==> src/rtl/dsm_sweep_ctrl_if.sv <==
// Step-word stream from the sweep controller to the NCO; tdata/tvalid hold until tready.
interface dsm_sweep_ctrl_if #(
  parameter int STEP_WIDTH = 32
);
  logic [STEP_WIDTH-1:0] tdata;
  logic                  tvalid;
  logic                  tready;

  modport master (output tdata, output tvalid, input tready);
  modport slave  (input tdata, input tvalid, output tready);
endinterface

==> src/rtl/dsm_sweep_ctrl.sv <==
// Linear NCO step sweep: start@N -> tvalid@N+1, each point held max(dwell,1) cycles after tready;
// tdata/tvalid hold under backpressure. Define DSM_SWEEP_LOOP_EN for a repeating sawtooth sweep.
module dsm_sweep_ctrl #(
  parameter int STEP_WIDTH  = 32,
  parameter int DWELL_WIDTH = 24
) (
  input  logic                   aclk,
  input  logic                   rst,
  input  logic                   start,
  input  logic                   abort,
  input  logic [STEP_WIDTH-1:0]  cfg_start_step,
  input  logic [STEP_WIDTH-1:0]  cfg_stop_step,
  input  logic [STEP_WIDTH-1:0]  cfg_step_inc,
  input  logic [DWELL_WIDTH-1:0] cfg_dwell,
  input  logic                   cfg_dither,
  dsm_sweep_ctrl_if.master       m_axis_step,
  output logic                   dither_enable,
  output logic                   busy,
  output logic                   done,
  output logic [15:0]            point_idx
);

  typedef enum logic [1:0] {IDLE, ISSUE, DWELL, FINISH} state_t;
  state_t state, state_nxt;

  logic [STEP_WIDTH-1:0]  start_q, stop_q, inc_q;
  logic [STEP_WIDTH-1:0]  tdata_q, tdata_nxt, step_next;
  logic [DWELL_WIDTH-1:0] dwell_q, cnt_q, cnt_nxt;
  logic [15:0]            idx_q, idx_nxt;
  logic                   dither_q;
  logic                   load_cfg;
  logic                   last_point;
  logic [STEP_WIDTH:0]    sum;

  assign sum        = {1'b0, tdata_q} + {1'b0, inc_q};
  assign last_point = (tdata_q == stop_q) || (start_q >= stop_q) || (inc_q == '0);
  // a carry out of the add is an overshoot just like reaching stop
  assign step_next  = (sum[STEP_WIDTH] || (sum[STEP_WIDTH-1:0] >= stop_q)) ? stop_q
                                                                           : sum[STEP_WIDTH-1:0];
  assign load_cfg   = (state == IDLE) && start && !abort;

  always_ff @(posedge aclk) begin
    if (rst) state <= IDLE;
    else     state <= state_nxt;
  end

  always_comb begin
    state_nxt = state;
    tdata_nxt = tdata_q;
    cnt_nxt   = cnt_q;
    idx_nxt   = idx_q;
    case (state)
      IDLE: begin
        if (load_cfg) begin
          state_nxt = ISSUE;
          tdata_nxt = cfg_start_step;
          idx_nxt   = '0;
        end
      end
      ISSUE: begin
        if (m_axis_step.tready) begin
          state_nxt = DWELL;
          cnt_nxt   = (dwell_q == '0) ? DWELL_WIDTH'(1) : dwell_q;
        end
      end
      DWELL: begin
        if (cnt_q != DWELL_WIDTH'(1)) begin
          cnt_nxt = cnt_q - DWELL_WIDTH'(1);
        end else if (last_point) begin
          state_nxt = FINISH;
        end else begin
          state_nxt = ISSUE;
          tdata_nxt = step_next;
          if (idx_q != 16'hFFFF) idx_nxt = idx_q + 16'd1;
        end
      end
      FINISH: begin
`ifdef DSM_SWEEP_LOOP_EN
        state_nxt = ISSUE;
        tdata_nxt = start_q;
        idx_nxt   = '0;
`else
        state_nxt = IDLE;
`endif
      end
      default: state_nxt = IDLE;
    endcase
    if (abort) begin
      state_nxt = IDLE;
      idx_nxt   = '0;
    end
  end

  always_ff @(posedge aclk) begin
    if (rst) begin
      tdata_q  <= '0;
      cnt_q    <= '0;
      idx_q    <= '0;
      start_q  <= '0;
      stop_q   <= '0;
      inc_q    <= '0;
      dwell_q  <= '0;
      dither_q <= 1'b0;
    end else begin
      tdata_q <= tdata_nxt;
      cnt_q   <= cnt_nxt;
      idx_q   <= idx_nxt;
      if (load_cfg) begin
        start_q  <= cfg_start_step;
        stop_q   <= cfg_stop_step;
        inc_q    <= cfg_step_inc;
        dwell_q  <= cfg_dwell;
        dither_q <= cfg_dither;
      end
    end
  end

  assign m_axis_step.tdata  = tdata_q;
  assign m_axis_step.tvalid = (state == ISSUE);
  assign done               = (state == FINISH);
`ifdef DSM_SWEEP_LOOP_EN
  assign busy               = (state != IDLE);
`else
  assign busy               = (state == ISSUE) || (state == DWELL);
`endif
  assign dither_enable      = busy & dither_q;
  assign point_idx          = idx_q;

endmodule

==> src/flat_wrapper.sv <==
// flat-port wrapper written by rule: the top's interface ports become plain ports
module dsm_sweep_ctrl_flat 
#(
  parameter int STEP_WIDTH  = 32,
  parameter int DWELL_WIDTH = 24
)
  (aclk, rst, start, abort, cfg_start_step, cfg_stop_step, cfg_step_inc, cfg_dwell, cfg_dither, dither_enable, busy, done, point_idx, m_axis_step_tdata, m_axis_step_tvalid, m_axis_step_tready);
  dsm_sweep_ctrl_if #(.STEP_WIDTH(STEP_WIDTH)) m_axis_step_i ();
  input  logic aclk;
  input  logic rst;
  input  logic start;
  input  logic abort;
  input  logic [STEP_WIDTH-1:0] cfg_start_step;
  input  logic [STEP_WIDTH-1:0] cfg_stop_step;
  input  logic [STEP_WIDTH-1:0] cfg_step_inc;
  input  logic [DWELL_WIDTH-1:0] cfg_dwell;
  input  logic cfg_dither;
  output logic dither_enable;
  output logic busy;
  output logic done;
  output logic [15:0] point_idx;
  output wire logic [$bits(m_axis_step_i.tdata)-1:0] m_axis_step_tdata;
  output wire logic [$bits(m_axis_step_i.tvalid)-1:0] m_axis_step_tvalid;
  input wire logic [$bits(m_axis_step_i.tready)-1:0] m_axis_step_tready;
  assign m_axis_step_tdata = m_axis_step_i.tdata;
  assign m_axis_step_tvalid = m_axis_step_i.tvalid;
  assign m_axis_step_i.tready = m_axis_step_tready;
  dsm_sweep_ctrl #(.STEP_WIDTH(STEP_WIDTH), .DWELL_WIDTH(DWELL_WIDTH)) u_core (.aclk(aclk), .rst(rst), .start(start), .abort(abort), .cfg_start_step(cfg_start_step), .cfg_stop_step(cfg_stop_step), .cfg_step_inc(cfg_step_inc), .cfg_dwell(cfg_dwell), .cfg_dither(cfg_dither), .m_axis_step(m_axis_step_i), .dither_enable(dither_enable), .busy(busy), .done(done), .point_idx(point_idx));
endmodule
==> config.mk <==
export PLATFORM = sky130hd
export DESIGN_NAME = dsm_sweep_ctrl_flat
export DESIGN_NICKNAME = d
export VERILOG_FILES = /design/src/rtl/dsm_sweep_ctrl_if.sv /design/src/rtl/dsm_sweep_ctrl.sv /design/src/flat_wrapper.sv
export SDC_FILE = /design/constraint.sdc
export NUM_CORES = 1
export LEC_CHECK = 0
export CAP_MARGIN = 20
export CORE_MARGIN = 5
export CORE_UTILIZATION = 55
export CTS_CLUSTER_DIAMETER = 150
export DETAILED_ROUTE_END_ITERATION = 8
export GPL_TIMING_DRIVEN = 0
export HOLD_SLACK_MARGIN = 0.06
export PLACE_DENSITY = 0.82
export SLEW_MARGIN = 20
export SYNTH_ARGS = -nofsm -noshare
export SYNTH_HDL_FRONTEND = slang
export SYNTH_SLANG_ARGS = --single-unit
==> constraint.sdc <==
create_clock -name aclk -period 14.6 [get_ports aclk]
set_input_delay 3.65 -clock aclk [delete_from_list [all_inputs] [get_ports aclk]]
set_output_delay 3.65 -clock aclk [all_outputs]
set_load 0.05 [all_outputs]
* Yosys cells after proc, flatten, opt, wreduce, memory -nomap -nowiden
Index checks and enable logic that the tools add are counted.
** Storage, ports and cells
- Bits in writable memories :: 0
- Bits in read-only memories :: 0
- Output and inout bits :: 52
- Bits in latches :: 0
- Memories :: 0
- Logic and storage cells :: 63
- Flip-flop bits (word level) :: 195
** Cells by class
- Order comparisons :: 2
- Multiplexer cells :: 19
- $mul :: 0
- Equality and inequality tests :: 12
- Bitwise operators :: 1
- Shifts and indexed selects :: 0
- Reductions and logical operators :: 17
- Divide/modulo/power cells :: 0
- Add/sub/neg operators :: 3
** Operators with widths (count)
- 32-bit two-way mux :: 4
- 24-bit two-way mux :: 3
- 32-bit >= comparator :: 2
- 16-bit two-way mux :: 4
- 32-bit case mux with 2 select lines :: 1
- 24-bit case mux with 2 select lines :: 1
- 32-bit by 32-bit adder with 33-bit output :: 1
- 32-bit == test :: 1
- 32-bit logical NOT :: 1
- 16-bit case mux with 2 select lines :: 1
- 24-bit logical NOT :: 1
- 24-bit by 1-bit != test with 1-bit output, second input constant :: 1
- 24-bit by 1-bit subtractor with 24-bit output, second input constant :: 1
- 16-bit by 1-bit adder with 16-bit output, second input constant :: 1
- 16-bit != test, second input constant :: 1
- 2-bit two-way mux :: 4
- 2-bit by 1-bit != test with 1-bit output, second input constant :: 4
- 2-bit case mux with 4 select lines :: 1
- 3-bit AND reduction :: 2
- 5-bit AND reduction :: 1
- 2-bit == test, second input constant :: 2
- 1-bit logical OR :: 4
- 2-bit != test, second input constant :: 2
- 4-bit AND reduction :: 1
- other kinds (7) :: 9

* Logic depth before layout (Yosys ltp)
- Depth in word-level cells :: 7
- Gate-level depth with buffers :: 21
- Depth with buffers taken out :: 19

* Least setup slack after synthesis
OpenSTA, ideal clock, no wires.
- Path kind :: input to register
- From :: input port start
- To :: register u_core.tdata_q[13], in the netlist u_core.m_axis_step.tdata[13]
- Cell stages on the path :: 8
- Path buffers :: 2
- Slack :: 9.402 ns
- Arrival :: 5.076 ns
- Required time :: 14.478 ns
- Cell sequence :: nand2_1 or2_2 clkbuf_1 nand2_1 nand2_1 or3_4 buf_6 a311o_1
** On the way
- Cells in the longest elaborated chain, start to end :: 4
** Ends and longest elaborated chain
- from (decl) :: RTL line flat_wrapper.sv:11 : input logic start;
- 1-bit logical AND (2 in series) :: RTL line dsm_sweep_ctrl.sv:40 : assign load_cfg = (state == IDLE) && start && !abort;
- 2-bit by 1-bit != test with 1-bit output (no source line)
- 4-bit AND reduction (no source line)
- to (signal assigned) :: RTL line dsm_sweep_ctrl.sv:105 : tdata_q <= tdata_nxt;
- to (decl) :: RTL line dsm_sweep_ctrl.sv:27 : logic [STEP_WIDTH-1:0] tdata_q, tdata_nxt, step_next;
No other way between the ends.
A chain may end at the register's enable or synchronous reset.

* Final worst setup path
- From :: register u_core.tdata_q[1], in the netlist u_core.m_axis_step.tdata[1]
- To :: register u_core.tdata_q[14], in the netlist u_core.m_axis_step.tdata[14]
** On the way
- Cells in the longest elaborated chain, start to end :: 7
- Elaborated cells on any way between the ends :: 12
- Classes of those cells :: 1 x add/sub; 1 x order compare; 2 x eq/ne; 4 x mux; 4 x reduce/logical
** Ends and longest elaborated chain
- 32-bit by 32-bit adder with 33-bit output :: RTL line dsm_sweep_ctrl.sv:35 : assign sum = {1'b0, tdata_q} + {1'b0, inc_q};
- 32-bit >= comparator :: RTL line dsm_sweep_ctrl.sv:38 : assign step_next = (sum[STEP_WIDTH] || (sum[STEP_WIDTH-1:0] >= stop_q)) ? stop_q
- 1-bit logical OR :: RTL line dsm_sweep_ctrl.sv:38
- 32-bit two-way mux :: RTL line dsm_sweep_ctrl.sv:38
- 32-bit two-way mux :: RTL line dsm_sweep_ctrl.sv:69 : end else if (last_point) begin
- 32-bit two-way mux :: RTL line dsm_sweep_ctrl.sv:67 : if (cnt_q != DWELL_WIDTH'(1)) begin
- 32-bit case mux with 2 select lines :: RTL line dsm_sweep_ctrl.sv:52 : case (state)
Several ways; a longest one is shown, not always the timed one. The select of a mux whose other input is x is not followed.

==> PnR_summary.wiki <==
{| class="wikitable"
! Metric !! Value
|-
| Run status || finished clean
|-
| Row Count || 53
|-
| Average detailed-routed wire length per instance || 20.7 µm
|-
| Power density cells || 104 nW/µm²
|-
| # nets final || 1968
|-
| Hold Fails Final Rpt || 0
|-
| Die Footprint || 24700 µm²
|-
| Worst endpoint data arrival time || 6.67 ns
|-
| Horizontal extent of the die || 157 µm
|-
| Time the worst path needs with I/O delays and setup || 6.36 ns
|-
| Remaining number of nets flagged by the antenna check after routing || 0
|-
| Weighted congestion reported at the end of routability-driven placement || 1.00
|-
| GRT Overall Usage || 32.9%
|-
| CP Class || flip-flop to flip-flop
|-
| Tightest slew margin relative to the limit || 36.8%
|-
| Post-route clock skew || 0.00931 ns
|-
| Synthesis warning total || 0
|-
| Antenna Cells || 0
|-
| I/O Pins || 178
|-
| Proportion of layout cells with a drive suffix above 1 || 4.28%
|-
| Final-report setup violation count || 0
|-
| Signed area change from the synthesized netlist to the final layout || 23.1%
|-
| Part of the cycle the worst path needs || 43.6%
|-
| CTS Root Cell || sky130_fd_sc_hd__clkbuf_16
|-
| Clock latency reported for the late side of the worst-skew pair || 0.45 ns
|-
| Clock H-tree levels || 4
|-
| Tightest Pin Transition || 0.945 ns
|-
| Wire length of the first global-routing pass || 63900 µm
|-
| Sort of element at the start of the critical path || flip-flop
|-
| DRT Pass-1 Iters || 6
|-
| Number of buffers between clock root and the deepest sink || 2
|-
| Pin count of the biggest net entering global routing || 22
|-
| Path category of the worst min-delay check || flip-flop to flip-flop
|-
| Sequential element share of the synthesized area || 32.7%
|-
| TritonCTS sink count || 195
|-
| Total leakage power || 5.68 nW
|-
| Syn nets || 1772
|-
| Synthesized cell area || 11900 µm²
|-
| Fmax || 0.157 GHz
|-
| Count of buffers inserted at the top-level ports || 177
|-
| TritonCTS Buffers || 17
|-
| Number of global-route vias before repair || 11800
|-
| Kind of end point of the critical path || flip-flop
|-
| FFs w/ async S/R, synth || 0%
|-
| EDFF count, synth || 0
|-
| Clock-pin slew on the worst setup and hold paths || 0.08 ns
|-
| HPWL reported at the end of detailed placement || 31900 µm
|-
| Initial DRC count || 1329
|-
| Effective utilization at floorplan || 56.4%
|-
| Final WL || 41900 µm
|-
| Core Area || 21200 µm²
|-
| Number of maximum-capacitance violations || 0
|-
| Count of cells resized by post-cts repair || 0
|-
| Via count || 12700
|-
| Count of hold buffers inserted by post-cts repair || 0
|-
| Maximum fanout along the worst path || 10
|-
| Post-CTS setup-driven buffer insertion count || 0
|-
| Register-to-register setup slack || 8.24 ns
|-
| Gate Count Post-Synth || 1542
|-
| Avg Vias per Cell || 6.26
|-
| Mapped Avg Cell Area || 7.73 µm²
|-
| Endpoint required time on the critical path || 14.90 ns
|-
| Height of the die || 157 µm
|-
| Initial antenna violation count || 0
|-
| # DRC || 0
|-
| Number of distinct standard cells referenced by the synthesized netlist || 75
|-
| Final global-route overflow total || 0
|-
| RSZ-0062 raised after global routing || no
|-
| Post-synthesis sequential element count || 195
|-
| Maximum ir drop on the vdd rail || 0.0731 mV
|-
| Setup TNS after final layout || 0 ns
|-
| Number of slew-limit violations in the final report || 0
|-
| Total power draw || 1.52 mW
|-
| Prevailing post-synth register cell || sky130_fd_sc_hd__dfxtp_1
|-
| Clock tree from TritonCTS || yes
|}
[flip-flops by register name (all words and copies together) (netlist names)]
register / cells
u_core.stop_q: 32
u_core.dither_q: 1
u_core.point_idx: 16
u_core.inc_q: 32
u_core.cnt_q: 24
u_core.state: 2
u_core.m_axis_step.tdata: 32
u_core.start_q: 32
u_core.dwell_q: 24
[critical path: stages, from the launching register on]
cell	delay [ns]
sky130_fd_sc_hd__dfxtp_1	0.48
sky130_fd_sc_hd__ha_1	0.30
sky130_fd_sc_hd__a211oi_1	0.32
sky130_fd_sc_hd__o211ai_1	0.18
sky130_fd_sc_hd__a31oi_1	0.57
sky130_fd_sc_hd__o21ai_1	0.29
sky130_fd_sc_hd__a2111oi_1	0.88
sky130_fd_sc_hd__o21ai_0	0.27
sky130_fd_sc_hd__xnor2_1	0.32
sky130_fd_sc_hd__ha_1	0.33
sky130_fd_sc_hd__nand4_1	0.20
sky130_fd_sc_hd__nor2_1	0.07
sky130_fd_sc_hd__and3_1	0.21
sky130_fd_sc_hd__o31a_1	0.14
sky130_fd_sc_hd__or4_1	0.42
sky130_fd_sc_hd__a211oi_2	0.23
sky130_fd_sc_hd__buf_6	0.20
sky130_fd_sc_hd__buf_4	0.25
sky130_fd_sc_hd__nor3_1	0.09
sky130_fd_sc_hd__a2111oi_2	0.37
sky130_fd_sc_hd__nor3_1	0.09
[cell families (layout without fill, tap and decap cells)]
group           Yosys count  after routing  share of synthesized area, %
buf+inv                 137            346                          4.74
mux                      17             17                          1.43
xor+xnor                 61             61                          4.48
compound gates          434            434                          23.0
fa+ha+maj               104            104                          11.0
flops                   195            195                          32.7
simple gates            594            594                          22.6
[Yosys cell counts, types with 18 or more instances]
master / n / area share, %
sky130_fd_sc_hd__ha_1: 103 / 11
sky130_fd_sc_hd__xnor2_1: 20 / 1.5
sky130_fd_sc_hd__a21oi_1: 204 / 8.6
sky130_fd_sc_hd__nand4_1: 25 / 1.3
sky130_fd_sc_hd__nor4_1: 25 / 1.3
sky130_fd_sc_hd__o22ai_1: 18 / 0.94
sky130_fd_sc_hd__dfxtp_1: 195 / 33
sky130_fd_sc_hd__clkbuf_1: 70 / 2.2
sky130_fd_sc_hd__a211oi_1: 31 / 2.0
sky130_fd_sc_hd__inv_1: 50 / 1.6
sky130_fd_sc_hd__o21ai_0: 59 / 2.5
sky130_fd_sc_hd__nor2_1: 70 / 2.2
sky130_fd_sc_hd__xor2_1: 41 / 3.0
sky130_fd_sc_hd__nor3_1: 32 / 1.3
sky130_fd_sc_hd__nand2_1: 345 / 11
sky130_fd_sc_hd__nand3_1: 23 / 0.97
[cell type report]
type | instances | area, µm²
Sequential cell | 195 | 3900
Clock inverter | 15 | 213
Buffer | 87 | 378
Fill cell | 1797 | 6480
Multi-Input combinational cell | 1210 | 7450
Clock buffer | 17 | 425
Inverter | 50 | 188
Tap cell | 275 | 344
Timing Repair Buffer | 177 | 1770
[per-layer routing]
metal	GRT usage [%]	wire length, µm	vias up
met5	0	0	-
met4	13.9	1770	0
met3	6.57	4300	132
met2	52.6	19100	722
met1	43.5	16800	5917
li1	-	-	5905
[power breakdown]
group	switching, mW	total, mW	internal [mW]
clock network	0.253	0.503	0.250
logic	0.258	0.428	0.170
registers	0.0343	0.594	0.560
[metrics by stage]
| stage | cell area, µm² | util, % | hold slack [ns] | cells | setup slack (ns) |
|---|---|---|---|---|---|
| after global routing | 14700 | 69.4 | 0.481 | 2026 | 8.14 |
| after CTS | 14700 | 69.4 | 0.460 | 2026 | 8.47 |
| final | 14700 | 69.4 | 0.461 | 2026 | 8.24 |
| after floorplan | 11900 | - | 0.432 | 1542 | 9.40 |
| after detailed placement | 14000 | 66.4 | 0.449 | 1994 | 8.19 |
| after global placement | 14000 | 66.4 | 0.445 | 1994 | 8.21 |
[path summary, 6_finish.rpt]
kind,start,end,cells after the start
min,u_core.start_q[0]$_SDFFE_PP0P_,u_core.start_q[0]$_SDFFE_PP0P_,2
min reg2reg,u_core.start_q[0]$_SDFFE_PP0P_,u_core.start_q[0]$_SDFFE_PP0P_,2
max,u_core.m_axis_step.tdata[1]$_SDFFE_PP0P_,u_core.m_axis_step.tdata[14]$_SDFFE_PP0P_,20
max reg2reg,u_core.m_axis_step.tdata[1]$_SDFFE_PP0P_,u_core.m_axis_step.tdata[14]$_SDFFE_PP0P_,20
[placed cells by master, fill, tap and decap left out, types with 32 or more instances in the layout]
master                            synthesis  routed
sky130_fd_sc_hd__nor2_1                  70      70
sky130_fd_sc_hd__clkbuf_1                70      70
sky130_fd_sc_hd__ha_1                   103     103
sky130_fd_sc_hd__nand2_1                345     345
sky130_fd_sc_hd__clkdlybuf4s50_1          0     177
sky130_fd_sc_hd__nor3_1                  32      32
sky130_fd_sc_hd__xor2_1                  41      41
sky130_fd_sc_hd__inv_1                   50      50
sky130_fd_sc_hd__dfxtp_1                195     195
sky130_fd_sc_hd__a21oi_1                204     204
sky130_fd_sc_hd__o21ai_0                 59      59
Note: power is estimated with default switching activity, not from simulation.
